[src/rtl/sort_sequencer.sv]
// Serial odd-even transposition sorter: loads N records, sorts them by the nibble-swapped key
// one phase per clock with early exit, then streams them out in ascending key order.

module sort_sequencer_cas (
  input  logic       i_en,
  input  logic [7:0] i_a,
  input  logic [7:0] i_b,
  output logic [7:0] o_lo,
  output logic [7:0] o_hi,
  output logic       o_swp
);
  // Low nibble is the primary field, so the key is the record with its nibbles swapped.
  assign o_swp = i_en && ({i_a[3:0], i_a[7:4]} > {i_b[3:0], i_b[7:4]});
  assign o_lo  = o_swp ? i_b : i_a;
  assign o_hi  = o_swp ? i_a : i_b;
endmodule

module sort_sequencer #(
  parameter int N = 8,
  parameter int W = 8
) (
  input  logic                   clk,
  input  logic                   rst,
  input  logic [W-1:0]           in_data,
  input  logic                   in_valid,
  output logic                   in_ready,
  output logic [W-1:0]           out_data,
  output logic                   out_valid,
  input  logic                   out_ready,
  output logic                   busy,
  output logic [$clog2(N):0]     sort_phases
);
  localparam int IW = $clog2(N);
  localparam int PW = IW + 1;
  localparam logic [IW-1:0] LAST_I = IW'(N - 1);
  localparam logic [PW-1:0] LAST_P = PW'(N - 1);

  typedef enum logic [1:0] {LOAD, SORT, DRAIN} state_t;

  state_t                r_state;
  logic [N-1:0][W-1:0]   r_mem;
  logic [IW-1:0]         r_wr_idx;
  logic [IW-1:0]         r_rd_idx;
  logic [PW-1:0]         r_p;
  logic                  r_prev_clean;

  logic [N-2:0]          w_en;
  logic [N-2:0]          w_swp;
  logic [N-2:0][W-1:0]   w_lo;
  logic [N-2:0][W-1:0]   w_hi;
  logic [N-1:0][W-1:0]   w_nxt;
  logic                  w_clean;
  logic                  w_exit;

  // Pair (i,i+1) is active when its lower index parity matches the phase parity.
  for (genvar i = 0; i < N - 1; i++) begin : g_cas
    assign w_en[i] = (r_state == SORT) && (r_p[0] == 1'(i % 2));
    sort_sequencer_cas u_cas (
      .i_en  (w_en[i]),
      .i_a   (r_mem[i]),
      .i_b   (r_mem[i+1]),
      .o_lo  (w_lo[i]),
      .o_hi  (w_hi[i]),
      .o_swp (w_swp[i])
    );
  end

  always_comb begin
    w_nxt = r_mem;
    for (int j = 0; j < N - 1; j++) begin
      if (w_en[j]) begin
        w_nxt[j]   = w_lo[j];
        w_nxt[j+1] = w_hi[j];
      end
    end
  end

  assign w_clean = ~|w_swp;
  // Two clean phases in a row cover both parities, so the array is already ordered.
  assign w_exit  = (w_clean && r_prev_clean) || (r_p == LAST_P);

  always_ff @(posedge clk or posedge rst) begin
    if (rst) begin
      r_state      <= LOAD;
      r_mem        <= '0;
      r_wr_idx     <= '0;
      r_rd_idx     <= '0;
      r_p          <= '0;
      r_prev_clean <= 1'b0;
      in_ready     <= 1'b1;
      out_valid    <= 1'b0;
      out_data     <= '0;
      busy         <= 1'b0;
      sort_phases  <= '0;
    end else begin
      case (r_state)
        LOAD: begin
          if (in_valid && in_ready) begin
            r_mem[r_wr_idx] <= in_data;
            if (r_wr_idx == LAST_I) begin
              r_wr_idx     <= '0;
              r_p          <= '0;
              r_prev_clean <= 1'b0;
              in_ready     <= 1'b0;
              busy         <= 1'b1;
              r_state      <= SORT;
            end else begin
              r_wr_idx <= r_wr_idx + 1'b1;
            end
          end
        end
        SORT: begin
          r_mem        <= w_nxt;
          r_prev_clean <= w_clean;
          if (w_exit) begin
            sort_phases <= r_p + 1'b1;
            r_rd_idx    <= '0;
            out_valid   <= 1'b1;
            out_data    <= w_nxt[0];
            r_state     <= DRAIN;
          end else begin
            r_p <= r_p + 1'b1;
          end
        end
        DRAIN: begin
          if (out_ready) begin
            if (r_rd_idx == LAST_I) begin
              r_rd_idx  <= '0;
              out_valid <= 1'b0;
              in_ready  <= 1'b1;
              busy      <= 1'b0;
              r_state   <= LOAD;
            end else begin
              r_rd_idx <= r_rd_idx + 1'b1;
              out_data <= r_mem[r_rd_idx + 1'b1];
            end
          end
        end
        default: r_state <= LOAD;
      endcase
    end
  end
endmodule

[config.mk]
export PLATFORM = sky130hd
export DESIGN_NAME = sort_sequencer
export DESIGN_NICKNAME = d
export VERILOG_FILES = /design/src/rtl/sort_sequencer.sv
export SDC_FILE = /design/constraint.sdc
export NUM_CORES = 1
export LEC_CHECK = 0
export ABC_AREA = 1
export BUFFER_PORTS_ARGS = -buffer_cell sky130_fd_sc_hd__buf_4
export CAP_MARGIN = 20
export CORE_MARGIN = 4
export CORE_UTILIZATION = 60
export CTS_BUF_LIST = sky130_fd_sc_hd__clkbuf_4 sky130_fd_sc_hd__clkbuf_8
export CTS_CLUSTER_SIZE = 14
export DETAILED_ROUTE_END_ITERATION = 10
export GPL_TIMING_DRIVEN = 0
export PLACE_DENSITY = 0.85
export REMOVE_ABC_BUFFERS = 1
export SKIP_LAST_GASP = 1
export SYNTH_ARGS = -nofsm -noshare
export SYNTH_HDL_FRONTEND = slang
export SYNTH_SLANG_ARGS = --single-unit
[constraint.sdc]
create_clock -name clk -period 3.8 [get_ports clk]
set_input_delay 0.57 -clock clk [delete_from_list [all_inputs] [get_ports clk]]
set_output_delay 0.57 -clock clk [all_outputs]
set_load 0.01 [all_outputs]
==> results of run 1 <==
==> critical path, cell delays in order (launching register included) <==
cell,delay [ns]
dfrtp_1,1.02
ha_1,0.79
inv_1,0.53
a21oi_1,0.24
o21ai_0,0.12
nand2_1,0.12
a22o_1,0.18
o21bai_1,0.12
nand2_1,0.07
nand2_1,0.06
==> placed cells by master (no fill, tap or decap), types with 3 or more instances in the layout <==
cell,instances
nor2_1,29
o21bai_1,6
nand2_1,282
a22o_1,6
nand2_4,3
inv_1,109
o22ai_1,9
ha_1,61
nand4_1,3
a21oi_1,66
o21a_1,7
clkbuf_8,10
o21ai_0,87
o221ai_1,46
buf_4,27
a22oi_1,6
nor3_2,7
o21ai_1,15
inv_2,4
nor2_2,3
or2_1,3
a21o_1,3
dfrtp_1,91
a21oi_2,3
or2_0,3
nand2_2,3
o211a_4,5
nand3_1,20
==> cells by family (layout without fill, tap and decap cells) <==
logic type | Yosys count | count (layout) | share of synthesized area, %
flops | 92 | 92 | 33.14
compound gates | 265 | 265 | 24.46
fa+ha+maj | 61 | 61 | 10.98
xor+xnor | 2 | 2 | 0.2521
buf+inv | 151 | 160 | 9.343
simple gates | 360 | 360 | 21.82
==> Yosys cell counts (2+ instances only) <==
library cell and number:
nor3_2 7, nor2_2 3, nand2_2 3, nor2_1 29, nand3_2 2, clkbuf_1 15
buf_2 9, or2_1 3, xor2_1 2, a21oi_2 3, o22ai_1 9, buf_6 7
a22o_1 6, inv_2 4, o211a_4 5, or2_0 3, o21ai_2 2, o211ai_1 2
o21ai_0 87, a21oi_1 66, a22oi_1 6, nand2_4 3, buf_1 2, a21o_1 3
o21ai_1 15, nand4_1 3, o21bai_1 6, nand2_1 282, buf_4 2, ha_1 61
o221ai_1 46, nand3_1 20, o21a_1 7, dfrtp_1 91, inv_1 110
==> flip-flops by register name (all words and copies together), names as in the netlist <==
name,flops
out_data,8
busy,1
r_rd_idx,3
r_wr_idx,3
r_p,4
r_prev_clean,1
sort_phases,4
out_valid,1
r_state,2
r_mem,64
in_ready,1
==> report_power, final <==
part	total, mW	leakage [nW]	switching [mW]	internal [mW]
logic	0.0529	2.68	0.0375	0.0154
registers	0.978	0.916	0	0.978
clock network	0.792	0.113	0.394	0.399
==> area by class of cell <==
cell class,instances,area (sq um)
Multi-Input combinational cell,688,3998
Fill cell,979,3968
Sequential cell,92,2303
Inverter,115,434.2
Timing Repair Buffer,29,257.7
Tap cell,143,178.9
Clock buffer,11,145.1
Clock inverter,5,85.08
==> final timing paths <==
| path | startpoint | endpoint |
|---|---|---|
| max | r_rd_idx[0]$_DFFE_PP0P_ | out_data[0]$_DFFE_PP0P_ |
| min | rst | out_data[6]$_DFFE_PP0P_ |
| max reg2reg | r_rd_idx[0]$_DFFE_PP0P_ | out_data[0]$_DFFE_PP0P_ |
| min reg2reg | sort_phases[1]$_DFFE_PP0P_ | sort_phases[1]$_DFFE_PP0P_ |
| max in group asynchronous | rst | r_mem[63]$_DFFE_PP0P_ |
| min in group clk | out_ready | r_rd_idx[2]$_DFFE_PP0P_ |
==> through the flow <==
stage,setup WS [ns],util (%),TNS [ns],cells
finish,0.4765,65.10,0,1083
floorplan,0.8397,-,0,895
global route,0.2317,65.10,0,1083
global placement,-0.4057,62.51,-36.50,1064
CTS,0.3738,64.80,0,1081
detailed placement,0.3952,62.77,0,1065
==> per-layer routing <==
metal / track usage (%) / up-vias
li1: - / 3164
met1: 39.15 / 3088
met2: 45.99 / 273
met3: 4.543 / 42
met4: 11.06 / 0
met5: 0 / -
==> results.yml, run 1 <==
status:
  status: "complete, no violations"
placement:
  postPlaceCellArea_sq_mm: 0.007137
  gp_congestion: 0.8781
  port_buffers: 26
  post-dp-hpwl_mm: 12.87
power:
  vdd_drop_max_mv: 0.1955
  p_leak_nw: 3.710
  pwr_density_cell_mw_per_mm2: 246.4
  finalPower_mw: 1.824
logic_synthesis:
  synth_seq_cells: 92
  async_reset_ff_share_pct: 100.0
  netlist_area_sq_mm: 0.006950
  synthCells: 931
  synth_ff_type: "dfrtp_1"
  yosys.area.top_type: "dfrtp_1"
  synthDistinctLibCells: 42
  yosys.area.top_type_share_pct: 32.76
  seq_area_frac_synth_pct: 33.14
  avgSynthCellArea_sq_um: 7.466
  synth_edf_count: 0
  synthTopCellsByArea: "dfrtp_1 33%, nand2_1 15%, ha_1 11%"
  synth-warning-count: 0
timing:
  max_freq_mhz: 300.9
  tightest_slew_ns: 1.048
  setup_viol: 0
  slew_headroom_pct: 29.90
  rsz0062_at_grt: "false"
  hold_viol_final: 0
  layout_min_cycle_time_ns: 3.324
  finClkSkew_ns: 0.01273
  slew_violations: 0
  finalCritPeriodShare_pct: 87.46
  hold_ws_ns: 0.2421
floorplanning:
  dieArea_sq_mm: 0.01337
  die_y_um: 115.6
  ios: 27
  fp.dieW_um: 115.6
  start_util_pct: 61.13
  fp.coreArea_sq_mm: 0.01137
  rows: 39
setup_path:
  crit_fanout: 31
  cp-end-kind: "flip-flop"
  ff2ff_setup_slack_ns: 0.48
  crit_type: "reg2reg"
  crit_arrival_ns: 3.65
  worst_setup_path_start_kind: "flip-flop"
  cp.required_ns: 4.13
  reg2regPathDepth: 9
drt:
  wl_met1_mm: 7.819
  via_per_inst: 6.064
  drt-pass1-iter-count: 5
  drc: 0
  wl_mm: 18.27
  ant_nets: 0
  via_count: 6567
  wl_met3_mm: 1.245
  top_layer: "met4"
  drt_iter0_drc: 597
  wl_met2_mm: 8.692
  routedWlPerCell_um: 16.87
final_layout:
  diodes: 0
  final_nets: 1008
  drive_gt1_share_pct: 8.830
  area_growth_pct: 6.499
  final_area_sq_mm: 0.007402
run:
  cap_violations: 0
clock_network:
  htree_num_levels: 3
  insertion_delay_ns: 0.39
  postCtsSetupBuffers: 0
  clockBufferDepth: 2
  numCtsBuffers: 9
  path_clk_slew_ns: 0.10
  cts_resized: 0
  cts-root-buf: "clkbuf_8"
  cts.sinks: 92
  cts_hold_buf: 0
  tritoncts: "yes"
global_routing:
  grt.total_usage_pct: 28.62
  grt_pass1_wl_mm: 30.53
  grt_max_degree: 60
  grt_pass1_vias: 6257
  grt_remaining_overflow: 0
  antenna_found_initial: 0
hold_path:
  hold_class: "in2async"
No activity file was read; power rests on OpenSTA's default activity.
==> run 2, diff against run 1 <==
--- a/config.mk
+++ b/config.mk
@@ -7,14 +7,13 @@
 export LEC_CHECK = 0
 export ABC_AREA = 1
 export BUFFER_PORTS_ARGS = -buffer_cell sky130_fd_sc_hd__buf_4
-export CAP_MARGIN = 20
 export CORE_MARGIN = 4
-export CORE_UTILIZATION = 60
+export CORE_UTILIZATION = 50
 export CTS_BUF_LIST = sky130_fd_sc_hd__clkbuf_4 sky130_fd_sc_hd__clkbuf_8
 export CTS_CLUSTER_SIZE = 14
 export DETAILED_ROUTE_END_ITERATION = 10
 export GPL_TIMING_DRIVEN = 0
-export PLACE_DENSITY = 0.85
+export PLACE_DENSITY = 0.74
 export REMOVE_ABC_BUFFERS = 1
 export SKIP_LAST_GASP = 1
 export SYNTH_ARGS = -nofsm -noshare
==> run 2 against run 1 <==
Effect of this change: routed wire length barely moved; highest routed layer unchanged; sequential share of layout area rose by 0.14 points; maximum frequency fell by 4.9%; register-to-register slack got worse by 0.17 ns; die area rose by 19%; critical path depth fell by 2.
==> results.yml, run 2 (same netlist as run 1, synthesis figures left out) <==
final_layout:
  area_growth_pct: 6.031
  multi_input_area_sq_mm: 0.003998
  final_cell_mix: "282 x nand2_1, 109 x inv_1, 91 x dfrtp_1"
  largest_reg_flops: 64
  fill_cells: 1335
  top_regs: "r_mem: 64 flops, out_data: 8 flops"
  finalNonFillerCells: 1114
  drive_gt1_share_pct: 8.635
  final_nets: 1006
  diodes: 0
  final_common_cell: "nand2_1"
  top_register: "r_mem"
  ff_latch_area_sq_mm: 0.002303
timing:
  finalCritPeriodShare_pct: 92.02
  finClkSkew_ns: 0.01555
  layout_min_cycle_time_ns: 3.497
  max_freq_mhz: 286.0
  hold_viol_final: 0
  setup_viol: 0
  tightest_slew_ns: 1.216
  slew_headroom_pct: 18.41
  slew_violations: 0
  rsz0062_at_grt: "false"
  setup_ws_ns: 0.3034
drt:
  drt-pass1-iter-count: 5
  via_count: 6331
  routedWlPerCell_um: 16.40
  via_per_inst: 5.683
  ant_nets: 0
  drt_iter0_drc: 639
  wl_mm: 18.27
  drc: 0
setup_path:
  path_cells: "clkinv_1, o21ai_0, nand2_1, a22o_1, o21bai_1, nand2_1, nand2_1"
  cp.required_ns: 4.08
  reg2regPathDepth: 7
  cp-end-kind: "flip-flop"
  crit_top_cell: "nand2_1"
  ff2ff_setup_slack_ns: 0.30
  crit_type: "reg2reg"
  crit_arrival_ns: 3.77
  crit_fanout: 37
  worstReg2RegStart: "r_rd_idx[0]$_DFFE_PP0P_"
  cpPeakStageDelay_ns: 1.12
  startpoint: "r_rd_idx[0]$_DFFE_PP0P_"
  rr_endpoint: "out_data[1]$_DFFE_PP0P_"
  worst_setup_path_start_kind: "flip-flop"
  cp_slowest_cell: "clkinv_1"
  endpoint: "out_data[1]$_DFFE_PP0P_"
clock_network:
  clockBufferDepth: 2
  path_clk_slew_ns: 0.10
  numCtsBuffers: 9
  tritoncts: "yes"
  insertion_delay_ns: 0.39
  cts_resized: 0
  cts-root-buf: "clkbuf_8"
  htree_num_levels: 3
  postCtsSetupBuffers: 0
  cts_hold_buf: 0
  cts.sinks: 92
global_routing:
  grt_pass1_wl_mm: 30.33
  grt_pass1_vias: 5932
  grt_remaining_overflow: 0
  antenna_found_initial: 0
  grt_max_degree: 60
  grt.total_usage_pct: 23.46
power:
  pwr_density_cell_mw_per_mm2: 233.4
  p_leak_nw: 3.678
  vdd_drop_max_mv: 0.1492
floorplanning:
  die_y_um: 125.9
  rows: 42
  fp.dieW_um: 125.9
  ios: 27
  start_util_pct: 51.66
  dieArea_sq_mm: 0.01585
  fp.coreArea_sq_mm: 0.01345
placement:
  placedCellCount: 1098
  gp_congestion: 0.8453
  post-dp-hpwl_mm: 13.11
  place_ws_ns: 0.4010
  port_buffers: 26
hold_path:
  hold_class: "in2async"
status:
  status: "complete, no violations"
run:
  cap_violations: 0
run 2: how the worst min path moves through the flow:
| stage | start | cells past startpoint | to |
|---|---|---|---|
| 3_3_place_gp | out_valid$_DFFE_PP0P_ | 2 | out_valid$_DFFE_PP0P_ |
| 2_1_floorplan | r_rd_idx[1]$_DFFE_PP0P_ | 2 | r_rd_idx[1]$_DFFE_PP0P_ |
| 5_1_grt | rst | 2 | out_data[5]$_DFFE_PP0P_ |
| 6_report | rst | 2 | r_mem[10]$_DFFE_PP0P_ |
| 4_1_cts | rst | 2 | r_mem[18]$_DFFE_PP0P_ |
| 3_5_place_dp | r_rd_idx[1]$_DFFE_PP0P_ | 2 | r_rd_idx[1]$_DFFE_PP0P_ |
run 2: cell type report:
type,instances,share of cell area (%)
repair buffers,27,3.022
flip-flops and latches,92,31.26
well taps,176,2.988
inverters,115,5.891
multi-input cells,688,54.24
clock buffers,11,1.885
clock inverters,5,0.7131
run 2: metal layers:
layer	wire length [um]	global-route usage, %	up-vias
met1	8321	32.83	2958
met4	533	8.580	0
met5	0	0	-
met2	8460	36.90	193
met3	950	3.726	29
li1	-	-	3151
run 2: stage by stage:
step | power (mW) | area [sq um] | hold WS, ns | TNS, ns | util, %
final | 1.720 | 7370 | 0.2592 | 0 | 54.78
after global routing | 1.781 | 7370 | 0.2940 | 0 | 54.78
after CTS | 1.725 | 7370 | 0.2853 | 0 | 54.78
after detailed placement | 1.052 | 7178 | 0.4658 | 0 | 53.36
after global placement | 1.048 | 7148 | 0.4642 | -44.57 | 53.13
after floorplan | 1.027 | 6733 | 0.4459 | 0 | -
run 2: power by group:
part           leakage [nW]  total (mW)  internal [mW]  switching (mW)
clock                0.0999       0.690          0.316           0.374
combinational          2.66      0.0523         0.0154          0.0369
sequential            0.916       0.978          0.978               0
run 2: critical path: cells and delay by family, from the launching register on:
| family | cells | cell delay, ns |
|---|---|---|
| buffers and inverters | 1 | 1.12 |
| flip-flops | 1 | 1.01 |
| AO/OA/AOI/OAI | 3 | 0.91 |
| AND/OR/NAND/NOR | 3 | 0.34 |
==> run 3, diff against run 2 <==
--- a/config.mk
+++ b/config.mk
@@ -13,7 +13,7 @@
 export CTS_CLUSTER_SIZE = 14
 export DETAILED_ROUTE_END_ITERATION = 10
 export GPL_TIMING_DRIVEN = 0
-export PLACE_DENSITY = 0.74
+export PLACE_DENSITY = 0.7
 export REMOVE_ABC_BUFFERS = 1
 export SKIP_LAST_GASP = 1
 export SYNTH_ARGS = -nofsm -noshare
==> run 3 against run 2 <==
Effect of this change: critical path depth increased by 2; sequential share of layout area about the same; non-clock buffer count unchanged; clock skew increased by 0.0044 ns; critical path type unchanged; die area unchanged; cell count unchanged; largest cell class unchanged; global-route usage increased by 0.66 points; maximum frequency increased by 2.1%; via count increased by 1.0%.
==> results.yml, run 3 (same netlist as run 1, synthesis figures left out) <==
timing:
  max_freq_mhz: 292.1
  tightest_slew_ns: 1.190
  hold_viol_final: 0
  layout_min_cycle_time_ns: 3.424
  rsz0062_at_grt: "false"
  finClkSkew_ns: 0.01999
  slew_headroom_pct: 20.13
  finalCritPeriodShare_pct: 90.10
  slew_violations: 0
  setup_viol: 0
  hold_ws_ns: 0.2321
global_routing:
  grt.total_usage_pct: 24.12
  grt_max_degree: 60
  grt_pass1_wl_mm: 31.14
  grt_pass1_vias: 6056
  grt_remaining_overflow: 0
  antenna_found_initial: 0
final_layout:
  area_growth_pct: 6.157
  fill_cells: 1324
  ff_latch_area_sq_mm: 0.002303
  diodes: 0
  drive_gt1_share_pct: 8.742
  finalNonFillerCells: 1114
  top_regs: "r_mem: 64 flops, out_data: 8 flops"
  final_nets: 1006
  top_register: "r_mem"
  multi_input_area_sq_mm: 0.003998
  largest_reg_flops: 64
  final_common_cell: "nand2_1"
  final_cell_mix: "282 x nand2_1, 109 x inv_1, 91 x dfrtp_1"
  final_area_sq_mm: 0.007378
placement:
  port_buffers: 26
  postPlaceCellArea_sq_mm: 0.007178
  gp_congestion: 0.8325
  post-dp-hpwl_mm: 13.30
  placedCellCount: 1098
clock_network:
  postCtsSetupBuffers: 0
  cts_hold_buf: 0
  path_clk_slew_ns: 0.10
  insertion_delay_ns: 0.39
  cts_resized: 0
  numCtsBuffers: 9
  cts.sinks: 92
  htree_num_levels: 3
  clockBufferDepth: 2
  tritoncts: "yes"
  cts-root-buf: "clkbuf_8"
drt:
  via_count: 6396
  drt-pass1-iter-count: 7
  drt_iter0_drc: 645
  via_per_inst: 5.741
  routedWlPerCell_um: 16.81
  wl_mm: 18.73
  drc: 0
  ant_nets: 0
floorplanning:
  rows: 42
  start_util_pct: 51.66
  die_y_um: 125.9
  dieArea_sq_mm: 0.01585
  fp.coreArea_sq_mm: 0.01345
  ios: 27
  fp.dieW_um: 125.9
power:
  pwr_density_cell_mw_per_mm2: 235.3
  p_leak_nw: 3.675
  finalPower_mw: 1.736
  vdd_drop_max_mv: 0.2058
setup_path:
  crit_fanout: 31
  cp-end-kind: "flip-flop"
  worst_setup_path_start_kind: "flip-flop"
  crit_arrival_ns: 3.75
  crit_type: "reg2reg"
  cp.required_ns: 4.12
status:
  status: "complete, no violations"
run:
  cap_violations: 0
hold_path:
  hold_class: "in2async"
run 3: area by class of cell:
class | count | area share, %
clock buffer | 12 | 1.984
clock inverter | 4 | 0.6783
inverter | 115 | 5.935
multi-input combinational | 688 | 54.18
sequential | 92 | 31.22
tap | 176 | 2.985
timing repair buffer | 27 | 3.018
run 3: path summary, 6_finish.rpt:
path,startpoint,endpoint,slack [ns],cells after the start
max,r_rd_idx[0]$_DFFE_PP0P_,out_data[0]$_DFFE_PP0P_,0.38,9
min,rst,r_mem[4]$_DFFE_PP0P_,0.23,2
max reg2reg,r_rd_idx[0]$_DFFE_PP0P_,out_data[0]$_DFFE_PP0P_,0.38,9
min reg2reg,sort_phases[2]$_DFFE_PP0P_,sort_phases[2]$_DFFE_PP0P_,0.49,2
max in group asynchronous,rst,in_ready$_DFFE_PP1P_,2.84,3
min in group clk,out_ready,r_rd_idx[2]$_DFFE_PP0P_,0.43,3
run 3: critical path: stages, from the launching register on:
cell and delay (ns):
dfrtp_1 1.07, ha_1 0.81, inv_1 0.55, a21oi_1 0.23
o21ai_0 0.12, nand2_1 0.15, a22o_1 0.16, o21bai_1 0.12
nand2_1 0.07, nand2_1 0.06
run 3: stage by stage:
stage | setup WS (ns) | setup TNS (ns) | utilization, %
2_1_floorplan | 0.8397 | 0 | -
4_1_cts | 0.3159 | 0 | 54.82
5_1_grt | 0.05624 | 0 | 54.85
6_report | 0.3762 | 0 | 54.85
3_5_place_dp | 0.3387 | 0 | 53.36
3_3_place_gp | -0.5062 | -45.33 | 53.13
run 3: routing by layer:
metal / track usage (%) / up-vias / part of all wire [%]
met1: 33.57 / 3008 / 47
met2: 38.09 / 186 / 45
li1: - / 3166 / -
met5: 0 / - / 0
met3: 3.345 / 36 / 4.8
met4: 9.590 / 0 / 3.1
run 3: power breakdown:
part / leakage (nW) / switching (mW) / internal [mW]
combinational: 2.66 / 0.0379 / 0.0154
clock: 0.0968 / 0.378 / 0.326
sequential: 0.916 / 0 / 0.978
